### src/rtl/ual_arbiter.sv
// ual_arbiter: two-port round-robin arbiter in front of a shared combinational
// ALU (ual), with a single-entry registered response buffer tagged by requester.
// Optional build macro: UAL_ARB_ILLEGAL_CHECK_EN -- when defined, a non-one-hot
// sel is still accepted and counted, but answers with rsp_err=1, rsp_out=0 and
// rsp_flags=0. When undefined, rsp_err is tied low and the sel goes to ual as is.
// Flag bit positions: flags[0] = ZF (result zero), flags[1] = OF (signed overflow).

// ual: combinational NAND/XOR/ADD/SUB/MUL on 4-bit operands, 8-bit result.
module ual (
  input  logic [3:0] in0,
  input  logic [3:0] in1,
  input  logic [4:0] sel,
  output logic [7:0] out,
  output logic [1:0] flags
);
  localparam int unsigned ZF = 0;
  localparam int unsigned OF = 1;

  logic [4:0] sum;
  logic [3:0] diff;
  logic       ovf;

  // Operation decode, result and flag generation
  always_comb begin
    out  = '0;
    ovf  = 1'b0;
    sum  = {1'b0, in0} + {1'b0, in1};
    diff = in0 - in1;
    unique case (sel)
      5'd1:  out = {4'b0, ~(in0 & in1)};
      5'd2:  out = {4'b0, in0 ^ in1};
      5'd4: begin
        out = {3'b0, sum};
        ovf = (in0[3] == in1[3]) && (sum[3] != in0[3]);
      end
      5'd8: begin
        out = {4'b0, diff};
        ovf = (in0[3] != in1[3]) && (diff[3] != in0[3]);
      end
      5'd16: out = {4'b0, in0} * {4'b0, in1};
      default: out = '0;
    endcase
    flags     = '0;
    flags[ZF] = (out == 8'd0);
    flags[OF] = ovf;
  end
endmodule

module ual_arbiter #(
  parameter int unsigned CNT_W = 16
) (
  input  logic             clk,
  input  logic             rst,
  input  logic             req0_valid,
  output logic             req0_ready,
  input  logic [3:0]       req0_in0,
  input  logic [3:0]       req0_in1,
  input  logic [4:0]       req0_sel,
  input  logic             req1_valid,
  output logic             req1_ready,
  input  logic [3:0]       req1_in0,
  input  logic [3:0]       req1_in1,
  input  logic [4:0]       req1_sel,
  output logic             rsp_valid,
  input  logic             rsp_ready,
  output logic             rsp_id,
  output logic [7:0]       rsp_out,
  output logic [1:0]       rsp_flags,
  output logic             rsp_err,
  output logic [CNT_W-1:0] cnt0,
  output logic [CNT_W-1:0] cnt1
);
  logic       last_grant;
  logic       free;
  logic       grant0, grant1;
  logic       acc0, acc1, accept;
  logic [3:0] op_in0, op_in1;
  logic [4:0] op_sel;
  logic [7:0] alu_out;
  logic [1:0] alu_flags;
  logic [7:0] cap_out;
  logic [1:0] cap_flags;
  logic       cap_err;

  // Grant selection and handshake; the loser of a contention wins next time
  always_comb begin
    free       = ~rsp_valid | rsp_ready;
    grant0     = req0_valid & (~req1_valid | last_grant);
    grant1     = req1_valid & (~req0_valid | ~last_grant);
    req0_ready = grant0 & free & ~rst;
    req1_ready = grant1 & free & ~rst;
    acc0       = req0_valid & req0_ready;
    acc1       = req1_valid & req1_ready;
    accept     = acc0 | acc1;
    op_in0     = grant1 ? req1_in0 : req0_in0;
    op_in1     = grant1 ? req1_in1 : req0_in1;
    op_sel     = grant1 ? req1_sel : req0_sel;
  end

  ual u_ual (
    .in0   (op_in0),
    .in1   (op_in1),
    .sel   (op_sel),
    .out   (alu_out),
    .flags (alu_flags)
  );

  // Response payload, optionally overridden for illegal selects
  always_comb begin
    cap_out   = alu_out;
    cap_flags = alu_flags;
    cap_err   = 1'b0;
`ifdef UAL_ARB_ILLEGAL_CHECK_EN
    if (!(op_sel inside {5'd1, 5'd2, 5'd4, 5'd8, 5'd16})) begin
      cap_out   = '0;
      cap_flags = '0;
      cap_err   = 1'b1;
    end
`endif
  end

  // Single-entry response buffer and round-robin pointer
  always_ff @(posedge clk or posedge rst) begin
    if (rst) begin
      rsp_valid  <= 1'b0;
      rsp_id     <= 1'b0;
      rsp_out    <= '0;
      rsp_flags  <= '0;
      last_grant <= 1'b1;
    end else if (accept) begin
      rsp_valid  <= 1'b1;
      rsp_id     <= acc1;
      rsp_out    <= cap_out;
      rsp_flags  <= cap_flags;
      last_grant <= acc1;
    end else if (rsp_ready) begin
      rsp_valid  <= 1'b0;
    end
  end

`ifdef UAL_ARB_ILLEGAL_CHECK_EN
  logic err_q;

  // Error tag travels with the buffered response
  always_ff @(posedge clk or posedge rst) begin
    if (rst)         err_q <= 1'b0;
    else if (accept) err_q <= cap_err;
  end
  assign rsp_err = err_q;
`else
  assign rsp_err = 1'b0;
`endif

  // Saturating per-port accept counters
  always_ff @(posedge clk or posedge rst) begin
    if (rst) begin
      cnt0 <= '0;
      cnt1 <= '0;
    end else begin
      if (acc0 && cnt0 != '1) cnt0 <= cnt0 + 1'b1;
      if (acc1 && cnt1 != '1) cnt1 <= cnt1 + 1'b1;
    end
  end
endmodule

### config.mk
export PLATFORM = sky130hd
export DESIGN_NAME = ual_arbiter
export DESIGN_NICKNAME = d
export VERILOG_FILES = /design/src/rtl/ual_arbiter.sv
export SDC_FILE = /design/constraint.sdc
export NUM_CORES = 1
export LEC_CHECK = 0
export ABC_AREA = 1
export CELL_PAD_IN_SITES_DETAIL_PLACEMENT = 1
export CELL_PAD_IN_SITES_GLOBAL_PLACEMENT = 2
export CORE_UTILIZATION = 32
export CTS_BUF_LIST = sky130_fd_sc_hd__clkbuf_8
export DETAILED_ROUTE_END_ITERATION = 8
export PLACE_DENSITY_LB_ADDON = 0.2
export SYNTH_ARGS = -nofsm -noshare
export SYNTH_HDL_FRONTEND = slang
export SYNTH_SLANG_ARGS = --single-unit
export TNS_END_PERCENT = 100
### constraint.sdc
create_clock -name clk -period 5.6 [get_ports clk]
set_clock_uncertainty 0.15 [all_clocks]
set_input_delay 0.56 -clock clk [delete_from_list [all_inputs] [get_ports clk]]
set_output_delay 0.56 -clock clk [all_outputs]
set_load 0.1 [all_outputs]
Word level (Yosys, flattened, before mapping) --
Index checks and enable logic that the tools add are counted.
Word-level totals: bits in registers 45, bits of input ports 31, output and inout port bits 47, logic and storage cells 56
Cells by class: $mul 1, muxes and demuxes 7, equal/unequal tests 11, reduce and logical (&&, ||, !) cells 6, add/subtract/negate cells 4, bitwise gates (word level) 20
Operators with widths (number):
- one-hot mux 8 bit (5 select lines) | 1
- adder 16 x 1 -> 16 bit (second input constant) | 2
- != test 16 bit (second input constant) | 2
- bitwise AND 1 bit | 8
- zero test 8 bit | 1
- multiplier 4 x 4 -> 8 bit | 1
- two-way mux 4 bit | 2
- adder 4 x 4 -> 5 bit | 1
- == test 5 x 1 -> 1 bit (second input constant) | 1
- == test 5 x 2 -> 1 bit (second input constant) | 1
- == test 5 x 3 -> 1 bit (second input constant) | 1
- == test 5 x 4 -> 1 bit (second input constant) | 1
- == test 5 bit (second input constant) | 1
- two-way mux 5 bit | 1
- NOT 1 bit | 5
- bitwise AND 4 bit | 1
- logical AND 1 bit | 4
- NOT 4 bit | 1
- OR 1 bit | 4
- subtractor 4 bit | 1
- XOR 4 bit | 1
- != test 1 bit | 3
- two-way mux 1 bit | 2
- one-hot mux 1 bit (2 select lines) | 1
- 2 further kinds | 2

Depth between registers and ports, before layout --
word-level depth 8, depth in mapped cells 22

Cells and area by module --
From an unflattened synthesis, not the netlist that was laid out.
Unflattened totals: cells, all modules 544, area total of the unflattened synthesis 3804.9 um^2
Modules (own cells, without submodules):
- ual_arbiter | cells each 358, instances 1, seq. area each 1127.3 um^2, area each 2711.4 um^2
- ual | cells each 186, instances 1, seq. area each 0.0 um^2, area each 1093.5 um^2

Worst setup path after synthesis --
No wires, ideal clock.
path type input to register, start input req1_valid, end register rsp_flags[0], arrival 3.738 ns, slack 1.645 ns, stages on the path 20, path buffers 3, cells stage by stage buf_4 -> nand2_4 -> buf_12 -> buf_2 -> o21ai_0 -> inv_1 -> nand2_1 -> fa_1 -> inv_1 -> fa_1 -> fa_1 -> nand3_1 -> nand3b_1 -> nand2_1 -> inv_1 -> nand3_1 -> nand3_1 -> nor3_1 -> nand3_1 -> nand2_1
Between the ends: longest elaborated chain between the ends 7, elaborated cells between the ends (all ways) 27
RTL lines:
- start, declared | RTL line 59 | input logic req1_valid,
- branches (longest 7 deep; another with multiplier 4 x 4 -> 8 bit)
- end signal, assigned | RTL line 134 | rsp_flags <= cap_flags;
- end, declared | RTL line 68 | output logic [1:0] rsp_flags,
Several ways; the timed one is not identified. A chain may end at the register's enable or synchronous reset.

Final worst setup path --
Same ends and word-level chain as after synthesis.

==> metrics.txt <==
status finished clean; post-DP HPWL approximately 7400 microns; CTS H-Tree Depth 2; Req. time, crit path 5.68 ns; footprint of the multi-input gates roughly 2000 sq um; main flop type after synthesis dfrtp_1; Die ar. ~11000 sq um; Least-Margin Pin Slew just over 1 ns; Total Routing Usage GR approximately 16%; IO buf count 76; Setup Fix Bufs, Post-CTS 0; GPL Wtd Cong 0.850; Worst Setup Start Kind input pin; total CTS buffers 5; syn nets 513; worst path arrival time 4.64 ns; Ports slightly below 80; Antenna Nets Post-Route 0; Routed WL per cell 13.2 microns; synthesis-to-finish area growth 29.7%; Ys Warns 0; Core Area between 10000 and 15000 sq um; slowest cell delay on critical path between 0.7 and 0.8 ns; die width between 100 and 150 microns; Flop pwr share a little over a quarter; Starting Density approximately a third; first-pass detailed-route iteration total 4; crit path cell chain clkdlybuf4s50_1 -> nand2_4 -> o21ai_0 -> inv_1 -> ha_1 -> ha_1 -> ha_1 -> ha_1 -> fa_1 -> nand3_1 -> nand3b_1 -> nand2_1 -> inv_1 -> nand3_1 -> nand3_1 -> nor3_1 -> nand3_1 -> nand2_1; drt total wl just under 9000 microns; mean number of vias per cell roughly 4.7; clk sink count 45; die outline height between 100 and 150 microns; critical path capture point type flop; NetSw roughly 0.00086 W; DRC errors left 0; minimum clock period roughly 4.6 ns; final setup TNS 0 ns; 1st-iter DRT viols roughly 170; total of max-cap violations 0; Syn Inst Count around 460; Clock power frac ~18%; Bufs on Longest Clock Path 2; Post-synth ARST share 100%; post-synth cell types 33; FP Rows 37; slowest CP cell clkdlybuf4s50_1; Leak around 2.3 nW; number of hold buffers added after cts 0; final setup fails 0; fmax 220 MHz; post_cts resized 0; Post-synth EDFFs 0; Rel. slew slack between 30% and 40%; Period Utilization, post-route about four fifths; fillers between 1000 and 1500; total gr overflow 0; initial antenna violation count 0; CP max FO 23; worst vdd ir roughly 0.30 mV; Worst Path Class, Setup input pin to flop; synthesized area per cell ~7.6 sq um; RSZ-0062 raised after global routing no; Reg clk slew, reported paths 0.08 ns; Hold Slack about 0.34 ns; first-pass GRT wire length 15000 microns; clk root buf clkbuf_8; diode count 0; Comb pwr share roughly 56%; Yosys reg bits 45; Power Dens Cells around 370 nW/um^2; synthesized area 3450 sq um; Vias about 3100; switch share roughly half; CTS tree yes; Sequential cell area about 1100 sq um; largest net degree at the start of global routing 46; Pins Over Slew Limit 0; nets@finish around 590; worst skew pair latency about 0.30 ns; vias in the first global route about 3200; Hold Fails Final Rpt 0; final core utilization around 43%; register area share after synthesis between 30% and 40%; Int Power 0.000803 W; share of layout cells above drive strength 1 approximately 7.7%; Hold WC Path Type flop to flop
-- layout make-up --
type	count	area share (%)
well taps	136	3.81
clock buffers	5	1.54
flip-flops and latches	45	25.2
repair buffers	78	17.4
multi-input cells	334	44.6
clock inverters	3	1.46
inverters	70	5.99
-- power groups by stage --
| stage | registers, W | logic (W) | clock network [W] |
|---|---|---|---|
| floorplan | 0.000847 | 0.000302 | 0 |
| global placement | 0.000446 | 0.000925 | 0 |
| detailed placement | 0.000451 | 0.000935 | 0 |
| CTS | 0.000444 | 0.000939 | 0.000300 |
| global route | 0.000451 | 0.000991 | 0.000312 |
| finish | 0.000442 | 0.000929 | 0.000293 |
-- cells by family (layout without fill, tap and decap cells) --
family | after synthesis | in the layout | synth area share [%]
other | 1 | 1 | 0.109
AND/OR/NAND/NOR | 245 | 245 | 34.3
flip-flops | 45 | 45 | 32.7
XOR/XNOR | 29 | 29 | 7.37
adder cells (fa/ha/maj) | 27 | 27 | 11.1
buffers and inverters | 76 | 156 | 9.40
AO/OA/AOI/OAI | 32 | 32 | 5.01
-- flip-flops by register name, summed over array words and instances (netlist names) --
register and count:
cnt0 16, cnt1 16, last_grant 1, rsp_flags 2
rsp_id 1, rsp_out 8, rsp_valid 1
-- routing by layer --
layer	global-route usage [%]	wire length (microns)	up-vias
met1	21.4	4080	1477
met5	0	0	-
met3	1.67	214	6
met2	29.3	4480	53
met4	3.67	83	0
li1	-	-	1589
-- cell usage after synthesis (8+ instances only) --
| library cell | number | share of area [%] |
|---|---|---|
| dfrtp_1 | 44 | 32 |
| xor2_1 | 18 | 4.6 |
| nand3b_1 | 9 | 2.0 |
| nand4_1 | 8 | 1.5 |
| nand2_2 | 10 | 1.8 |
| ha_1 | 21 | 7.6 |
| inv_1 | 68 | 7.4 |
| nand3_1 | 37 | 5.4 |
| o21ai_0 | 16 | 2.3 |
| nand2_1 | 114 | 12 |
| nor2_1 | 39 | 4.2 |
| xnor2_1 | 11 | 2.8 |
-- worst paths after layout --
kind | from | end | slack (ns) | depth (start not counted)
setup / recovery | req1_valid | rsp_flags[0]$_DFFE_PP0P_ | 1.05 | 18
hold / removal | rsp_out[7]$_DFFE_PP0P_ | rsp_out[7]$_DFFE_PP0P_ | 0.34 | 2
setup reg to reg | last_grant$_DFFE_PP1P_ | rsp_flags[0]$_DFFE_PP0P_ | 1.53 | 18
hold reg to reg | rsp_out[7]$_DFFE_PP0P_ | rsp_out[7]$_DFFE_PP0P_ | 0.34 | 2
max in group asynchronous | rst | cnt0[4]$_DFFE_PP0P_ | 4.19 | 3
min in group asynchronous | rst | cnt1[14]$_DFFE_PP0P_ | 0.69 | 3
-- per-stage QoR --
stage | area (sq um) | worst slack (ns) | cells | power [W]
after floorplan | 3450 | 1.64 | 455 | 0.00115
after global placement | 4340 | 0.763 | 663 | 0.00137
after detailed placement | 4340 | 0.703 | 663 | 0.00139
after CTS | 4470 | 1.01 | 671 | 0.00168
after global routing | 4470 | 0.687 | 671 | 0.00175
final | 4470 | 1.05 | 671 | 0.00166
-- cell usage in the layout, fill, tap and decap left out, types with 10 or more instances in the layout --
master	netlist	final
nand2_2	10	10
nor2_1	39	39
clkdlybuf4s50_1	0	76
nand2_1	114	114
inv_1	68	67
o21ai_0	16	16
xor2_1	18	18
ha_1	21	21
dfrtp_1	44	44
xnor2_1	11	11
nand3_1	37	37
-- worst max-delay path, delay by kind of cell --
kind | cells | cell delay [ns]
buf+inv | 3 | 1.02
fa+ha+maj | 5 | 1.56
simple gates | 9 | 0.97
compound gates | 1 | 0.53
Note: power is estimated with default switching activity, not from simulation.
